### src/rtl/full_adder_pkg.sv
// Shared constants for the adder family; currently only the default operand width.
package full_adder_pkg;

  localparam int unsigned FA_DEFAULT_WIDTH = 1;

endpackage : full_adder_pkg

### src/rtl/full_adder_fa_cell.sv
// One-bit full-adder cell: the ripple element of full_adder.
module fa_cell
  import full_adder_pkg::*;
(
  input  logic x,
  input  logic y,
  input  logic cin,
  output logic s,
  output logic cout
);

  assign s    = x ^ y ^ cin;
  assign cout = (x & y) | (x & cin) | (y & cin);

endmodule : fa_cell

### src/rtl/full_adder.sv
// Parameterised ripple-carry adder with a combinational result and a
// one-cycle registered copy qualified by in_valid.
module full_adder
  import full_adder_pkg::*;
#(
  parameter int unsigned WIDTH = FA_DEFAULT_WIDTH
) (
  input  logic             clk,
  input  logic             rst_n,
  input  logic [WIDTH-1:0] x,
  input  logic [WIDTH-1:0] y,
  input  logic             cin,
  input  logic             in_valid,
  output logic [WIDTH-1:0] s,
  output logic             cout,
  output logic             ovf,
  output logic [WIDTH-1:0] s_q,
  output logic             cout_q,
  output logic             ovf_q,
  output logic             out_valid
);

  logic [WIDTH:0]   w_carry;
  logic [WIDTH-1:0] r_s_q;
  logic             r_cout_q;
  logic             r_ovf_q;
  logic             r_out_valid;

  assign w_carry[0] = cin;

  for (genvar g = 0; g < WIDTH; g++) begin : g_cell
    fa_cell u_cell (
      .x    (x[g]),
      .y    (y[g]),
      .cin  (w_carry[g]),
      .s    (s[g]),
      .cout (w_carry[g+1])
    );
  end

  assign cout = w_carry[WIDTH];
  // Carry into the MSB versus carry out of it; for WIDTH=1 this is cin ^ cout.
  assign ovf  = w_carry[WIDTH-1] ^ w_carry[WIDTH];

  // NOTE: non-blocking assignments keep every register sampling pre-edge values.
  always_ff @(posedge clk or negedge rst_n) begin
    if (!rst_n) begin
      r_s_q       <= '0;
      r_cout_q    <= 1'b0;
      r_ovf_q     <= 1'b0;
      r_out_valid <= 1'b0;
    end else begin
      r_out_valid <= in_valid;
      if (in_valid) begin
        r_s_q    <= s;
        r_cout_q <= cout;
        r_ovf_q  <= ovf;
      end
    end
  end

  assign s_q       = r_s_q;
  assign cout_q    = r_cout_q;
  assign ovf_q     = r_ovf_q;
  assign out_valid = r_out_valid;

endmodule : full_adder

### config.mk
export PLATFORM = sky130hd
export DESIGN_NAME = full_adder
export DESIGN_NICKNAME = d
export VERILOG_FILES = /design/src/rtl/full_adder_pkg.sv /design/src/rtl/full_adder_fa_cell.sv /design/src/rtl/full_adder.sv
export SDC_FILE = /design/constraint.sdc
export NUM_CORES = 1
export LEC_CHECK = 0
export BUFFER_PORTS_ARGS = -buffer_cell sky130_fd_sc_hd__buf_2
export CORE_AREA = 2 2 39 41
export DETAILED_ROUTE_END_ITERATION = 16
export DIE_AREA = 0 0 41 43
export MAX_ROUTING_LAYER = met4
export PLACE_DENSITY = 0.32
export SYNTH_ARGS = -nofsm -noshare
export SYNTH_HDL_FRONTEND = slang
export SYNTH_SLANG_ARGS = --single-unit
### constraint.sdc
create_clock -name clk -period 1.05 [get_ports clk]
set_clock_uncertainty 0.05 [all_clocks]
set_input_delay 0.0525 -clock clk [delete_from_list [all_inputs] [get_ports clk]]
set_output_delay 0.0525 -clock clk [all_outputs]
set_load 0.01 [all_outputs]
==> results.json, run 1 <==
{
  "fin_crit_ns": 0.9884,
  "drc": 0,
  "dpl-instance-area_um2": 264.0,
  "ant_nets": 0,
  "synth_seq_cells": 4,
  "die_x_um": 41,
  "gp_congestion": 0.5568,
  "diodes": 0,
  "placementRows": 14,
  "swShare_pct": 26.14,
  "grt_usage_pct": 6.618,
  "maxCapViolCount": 0,
  "via_per_inst": 3.395,
  "p_int_uw": 372.6,
  "clkTransAtPathRegs_ns": 0.04,
  "nets": 36,
  "finalCritPeriodShare_pct": 94.14,
  "synth.distinct_cells": 5,
  "die_y_um": 43,
  "cp.arrival_ns": 0.89,
  "status": "finished clean",
  "switching_power_uw": 131.9,
  "dr.first_iter.drc_count": 0,
  "final_cell_mix": "buf_2, dfrtp_1, clkbuf_4",
  "cts_buffer_depth": 2,
  "combPwrFrac_pct": 24.4,
  "wl_per_cell_um": 9.279,
  "grt_pass1_wl_um": 648,
  "synth_warnings": 0,
  "hp-class": "in2async",
  "sequentialPowerShare_pct": 36.8,
  "hold_viol_final": 0,
  "peakVddDrop_uv": 250.4,
  "cp-startpoint": "y",
  "grt_pass1_vias": 155,
  "worst-path-max-fanout": 3,
  "vias": 146,
  "cp.required_ns": 0.95,
  "setup_viol": 0,
  "r2r_start": "ovf_q",
  "dieArea_um2": 1763,
  "final_common_cell": "buf_2",
  "cts_buffers": 3,
  "ys_seq_area_share_pct": 60.15,
  "p_total_uw": 504.5,
  "grt_remaining_overflow": 0,
  "clock_latency_ns": 0.24,
  "grt_start_max_net_pins": 5,
  "yosys.area.top_type": "dfrtp_1",
  "maxSlewViolCount": 0,
  "netlist_area_um2": 166.4,
  "setup.worst_path.start_class": "input pin",
  "tns_ns": 0,
  "io_pins": 13,
  "coreArea_um2": 1384,
  "power_density_nw_per_um2": 1613,
  "first_pass_iters": 1,
  "design_area_um2": 312.8,
  "rsz0062_at_grt": "no",
  "p_leak_nw": 0.1512,
  "port_buffers": 12,
  "cts_tree": "yes",
  "crit_type": "in2out",
  "cts_root_buffer": "clkbuf_4",
  "post-cts-setup-buffers": 0,
  "synth_top_cells_by_area": "dfrtp_1, mux2_2, fa_1",
  "area_growth_pct": 87.97,
  "antenna_found_initial": 0,
  "fmax_mhz": 1012,
  "syn_nets": 16,
  "clock_sinks": 4,
  "drive_above_1_share_pct": 77.78,
  "start_util_pct": 12.03,
  "clkPwrFrac_pct": 38.9,
  "syn_avg_cell_area_um2": 18.49,
  "crit_path_end_kind": "output port",
  "postSynthCellCount": 9,
  "slew_headroom_pct": 91.76,
  "wirelength_um": 399,
  "tightest_slew_ns": 0.1235,
  "yosys.area.top_type_share_pct": 60.15,
  "cts_max_level": 1
}
==> power groups by stage <==
stage | combinational [mW] | sequential (mW) | clock (mW)
2_1_floorplan | 0.0495 | 0.199 | 0
3_5_place_dp | 0.117 | 0.188 | 0
4_1_cts | 0.123 | 0.186 | 0.206
3_3_place_gp | 0.117 | 0.187 | 0
6_report | 0.123 | 0.185 | 0.196
5_1_grt | 0.135 | 0.189 | 0.215
==> cell usage after synthesis (all sizes together) <==
cell and count:
mux2 3, dfrtp 4, xor2 1, fa 1
==> cells by family (layout without fill, tap and decap cells) <==
kind of cell	Yosys count	in the layout	share of synthesized area, %
DFF	4	4	60.15
muxes	3	3	22.55
adders and majority gates	1	1	12.03
xor gates and xnor gates	1	1	5.264
buffers and inverters	0	18	0
==> repair_timing <==
action                                 in CTS  in global routing
setup endpoints to repair                   0                  1
endpoints found under the hold margin       5                  0
hold buffers                                2                  0
resized for setup                           0                  1
==> layer usage <==
| layer | vias up | share of wire (%) | track usage, % |
|---|---|---|---|
| met3 | 2 | 15 | 4.712 |
| met5 | - | 0 | - |
| met2 | 10 | 45 | 7.500 |
| li1 | 65 | - | - |
| met1 | 69 | 35 | 6.209 |
| met4 | 0 | 4.8 | 8.000 |
==> final timing paths <==
kind / to / slack (ns) / cells past startpoint
worst max-delay path: ovf / 0.06 / 4
worst min-delay path: cout_q / 0.10 / 2
worst max register to register: ovf_q / 0.25 / 1
worst min register to register: s_q / 0.45 / 1
max in group asynchronous: out_valid / 0.72 / 2
min in group clk: s_q / 0.21 / 3
==> worst max-delay path, stage by stage <==
cell    delay [ns]
buf_6         0.09
fa_2          0.41
xor2_2        0.18
buf_2         0.15
==> metrics by stage <==
stage / setup slack, ns / util [%] / std cells / hold slack (ns)
after global routing: 0.005237 / 22.60 / 43 / 0.1161
after detailed placement: -0.1307 / 19.08 / 38 / -0.1864
after global placement: -0.1279 / 19.08 / 38 / -0.1881
after CTS: 0.04830 / 22.15 / 43 / 0.1011
after floorplan: -0.04321 / - / 9 / -0.2931
final: 0.06158 / 22.60 / 43 / 0.1039
==> cell type report <==
type,count,area (um^2)
clock buffers,3,22.52
fillers,154,1071
multi-input cells,5,76.32
flip-flops and latches,4,100.1
well taps,16,20.02
repair buffers,15,93.84
==> sequential cells by signal, summed over array words and instances, names as in the netlist <==
name	flops
ovf_q	1
cout_q	1
s_q	1
out_valid	1
Power figures use the tool's default switching activity.
==> inputs of run 2 (changes only) <==
CELL_PAD_IN_SITES_DETAIL_PLACEMENT = 1   (was unset)
CELL_PAD_IN_SITES_GLOBAL_PLACEMENT = 1   (was unset)
PLACE_DENSITY = 0.39   (was 0.32)
==> results.json, run 2 (synthesis results as in run 1) <==
{
  "design_area_um2": 306.5,
  "swShare_pct": 26.20,
  "wirelength_um": 423,
  "gp_congestion": 0.6557,
  "dpl.cell_count": 38,
  "grt_remaining_overflow": 0,
  "maxCapViolCount": 0,
  "cp.buffers_inverters": 2,
  "clock_sinks": 4,
  "setup_viol": 0,
  "placementRows": 14,
  "hp-class": "in2async",
  "grt_usage_pct": 6.205,
  "cp.arrival_ns": 1.07,
  "io_pins": 13,
  "grt_start_max_net_pins": 5,
  "final_cell_mix": "buf_2, dfrtp_1, clkbuf_4",
  "peakVddDrop_uv": 629.1,
  "dieArea_um2": 1763,
  "power_density_nw_per_um2": 1637,
  "dpl-instance-area_um2": 264.0,
  "worst-path-max-fanout": 4,
  "nets": 36,
  "cts_buffer_depth": 2,
  "tns_ns": 0,
  "crit_path_top_delay_cell": "dlygate4sd3_1",
  "antenna_found_initial": 0,
  "diodes": 0,
  "die_y_um": 43,
  "hold_viol_final": 0,
  "grt_pass1_vias": 150,
  "status": "finished clean",
  "slowest_delay_ns": 0.52,
  "dr.first_iter.drc_count": 1,
  "slew_headroom_pct": 91.75,
  "clkTransAtPathRegs_ns": 0.04,
  "ant_nets": 0,
  "port_buffers": 12,
  "cts_tree": "yes",
  "drc": 0,
  "cp_top_family": "buffers and inverters",
  "hold_slack_ns": 0.1071,
  "clkPwrFrac_pct": 38.7,
  "worst_slack_ns": 0.04672,
  "cp.required_ns": 1.11,
  "rsz0062_at_grt": "no",
  "p_total_uw": 501.8,
  "first_pass_iters": 2,
  "cts_root_buffer": "clkbuf_4",
  "crit_type": "in2reg",
  "cts_buffers": 3,
  "area_growth_pct": 84.21,
  "clock_latency_ns": 0.23,
  "start_util_pct": 12.03,
  "crit_path_end_kind": "register",
  "path_cells": "dlygate4sd3_1 > buf_2 > mux2_2",
  "via_per_inst": 3.465,
  "tightest_slew_ns": 0.1236,
  "switching_power_uw": 131.5,
  "fmax_mhz": 996.7,
  "sequentialPowerShare_pct": 36.9,
  "finalCritPeriodShare_pct": 95.55,
  "p_leak_nw": 0.1491,
  "pre_cts_ws_ns": -0.1306,
  "drive_above_1_share_pct": 77.78,
  "vias": 149,
  "fin_crit_ns": 1.003,
  "final_common_cell": "buf_2",
  "maxSlewViolCount": 0,
  "finalNonFillerCells": 43,
  "cts_max_level": 1,
  "combPwrFrac_pct": 24.4,
  "setup.worst_path.start_class": "input pin",
  "wl_per_cell_um": 9.837,
  "die_x_um": 41,
  "grt_pass1_wl_um": 614,
  "utilization_pct": 22.15,
  "p_int_uw": 370.3,
  "coreArea_um2": 1384
}
-- run 2: cell count changes in the layout (fill, tap and decap cells not counted) --
cell,delta
buf_2,+1
buf_6,-1
-- run 2: repair_timing --
item,4_1_cts,5_1_grt
gates resized for setup,0,0
buffers inserted,0,0
endpoints found under the hold margin,5,0
hold buffers,2,0
-- run 2: worst paths after layout --
check	start	endpoint	slack [ns]	cells past startpoint
max	in_valid	cout_q	0.05	3
min	rst_n	out_valid	0.11	2
max reg2reg	ovf_q	ovf_q	0.25	1
min reg2reg	ovf_q	ovf_q	0.45	1
max in group asynchronous	rst_n	cout_q	0.71	2
min in group clk	y	s_q	0.22	3
-- run 2: layout make-up --
cell class	instances	area (um^2)
fill	158	1077
sequential	4	100.1
timing repair buffer	15	87.58
multi-input combinational	5	76.32
clock buffer	3	22.52
tap	16	20.02
-- run 2: power groups by stage --
stage	sequential, mW	combinational [mW]	clock (mW)
floorplan	0.199	0.0495	0
global placement	0.187	0.118	0
detailed placement	0.187	0.118	0
CTS	0.186	0.125	0.203
global route	0.189	0.135	0.217
finish	0.185	0.123	0.194
-- run 2: routing by layer --
metal / GRT usage (%) / share of wire [%] / vias to the layer above
li1: - / - / 67
met1: 6.863 / 39 / 74
met2: 6.563 / 47 / 8
met3: 7.853 / 14 / 0
met4: 2.000 / 0 / 0
met5: - / 0 / -
==> inputs of run 3 (changes only) <==
clock period = 1.3 ns   (was 1.05 ns; I/O delays follow)
==> results.json, run 3 (synthesis results as in run 1) <==
{
  "cp.required_ns": 1.19,
  "dpl-instance-area_um2": 246.5,
  "cp_top_family": "adder cells",
  "die_y_um": 43,
  "antenna_found_initial": 0,
  "dpl.cell_count": 37,
  "finalCritPeriodShare_pct": 88.78,
  "cts_buffer_depth": 2,
  "grt_start_max_net_pins": 5,
  "maxCapViolCount": 0,
  "power_density_nw_per_um2": 1373,
  "r2r_setup_slack_ns": 0.51,
  "finalNonFillerCells": 42,
  "placementRows": 14,
  "combPwrFrac_pct": 23.4,
  "cp.buffers_inverters": 2,
  "rsz0062_at_grt": "no",
  "p_leak_nw": 0.1438,
  "via_per_inst": 3.381,
  "tightest_slew_ns": 0.2020,
  "dieArea_um2": 1763,
  "design_area_um2": 289.0,
  "drc": 0,
  "ant_nets": 0,
  "coreArea_um2": 1384,
  "io_pins": 13,
  "area_growth_pct": 73.68,
  "setup.worst_path.start_class": "input pin",
  "cts_root_buffer": "clkbuf_4",
  "first_pass_iters": 2,
  "hold_viol_final": 0,
  "setup_viol": 0,
  "clock_latency_ns": 0.23,
  "status": "finished clean",
  "hp-class": "in2async",
  "fin_crit_ns": 1.154,
  "sequentialPowerShare_pct": 37.7,
  "gp_congestion": 0.5708,
  "cts_buffers": 3,
  "cts_max_level": 1,
  "fmax_mhz": 866.5,
  "peakVddDrop_uv": 444.5,
  "wirelength_um": 413,
  "slowest_delay_ns": 0.46,
  "nets": 35,
  "crit_path_end_kind": "output port",
  "final_common_cell": "buf_2",
  "port_buffers": 12,
  "diodes": 0,
  "cts_tree": "yes",
  "switching_power_uw": 101.9,
  "die_x_um": 41,
  "grt_pass1_vias": 141,
  "grt_remaining_overflow": 0,
  "dr.first_iter.drc_count": 6,
  "wl_per_cell_um": 9.833,
  "crit_path_top_delay_cell": "fa_1",
  "drive_above_1_share_pct": 69.23,
  "grt_pass1_wl_um": 648,
  "clkPwrFrac_pct": 38.9,
  "slew_headroom_pct": 86.49,
  "maxSlewViolCount": 0,
  "grt_usage_pct": 6.114,
  "worst-path-max-fanout": 3,
  "path_cells": "buf_2 > fa_1 > xor2_1 > buf_2",
  "clock_sinks": 4,
  "cp.arrival_ns": 1.04,
  "crit_type": "in2out",
  "tns_ns": 0,
  "clkTransAtPathRegs_ns": 0.04,
  "start_util_pct": 12.03,
  "swShare_pct": 25.69,
  "p_int_uw": 294.8,
  "cpMostUsedCell": "buf_2",
  "final_cell_mix": "buf_2, dfrtp_1, clkbuf_4",
  "vias": 142
}
-- run 3: final cells by class --
cell class	count	area (um^2)
clock buffers	3	22.52
fillers	167	1095
multi-input cells	5	66.31
flip-flops and latches	4	100.1
well taps	16	20.02
repair buffers	14	80.08
-- run 3: timing repair --
| action | in CTS | in global routing |
|---|---|---|
| setup endpoints to repair | 0 | 0 |
| setup buffers | 0 | 0 |
| hold buffers | 2 | 0 |
| resized for setup | 0 | 0 |
| endpoints found under the hold margin | 5 | 0 |
-- run 3: through the flow --
stage / hold WS, ns / setup slack [ns] / utilization, % / power, mW
2_1_floorplan: -0.2806 / 0.07331 / - / 0.1968
3_3_place_gp: -0.1758 / 0.04172 / 17.81 / 0.2405
3_5_place_dp: -0.1743 / 0.02614 / 17.81 / 0.2426
4_1_cts: 0.1092 / 0.1327 / 20.89 / 0.4101
5_1_grt: 0.1255 / 0.08121 / 20.89 / 0.4326
6_report: 0.1161 / 0.1459 / 20.89 / 0.3968
-- run 3: worst paths after layout --
check / startpoint / endpoint / cells past startpoint
worst max-delay path: y / ovf / 4
worst min-delay path: rst_n / out_valid / 2
worst max register to register: ovf_q / ovf_q / 1
worst min register to register: ovf_q / ovf_q / 1
max in group asynchronous: rst_n / ovf_q / 2
min in group clk: x / s_q / 3
-- run 3: layer usage --
layer	routed length, um	GRT usage (%)	part of all wire (%)	vias to the layer above
met4	0	4.000	0	0
met5	0	-	0	-
met2	158	6.563	38	13
li1	-	-	-	65
met1	195	7.566	47	64
met3	59	4.712	14	0
-- run 3: power by group through the flow --
| stage | combinational (mW) | sequential, mW | clock [mW] |
|---|---|---|---|
| after floorplan | 0.0363 | 0.160 | 0 |
| after global placement | 0.0888 | 0.152 | 0 |
| after detailed placement | 0.0909 | 0.152 | 0 |
| after CTS | 0.0960 | 0.150 | 0.164 |
| after global routing | 0.103 | 0.152 | 0.178 |
| final | 0.0929 | 0.150 | 0.154 |
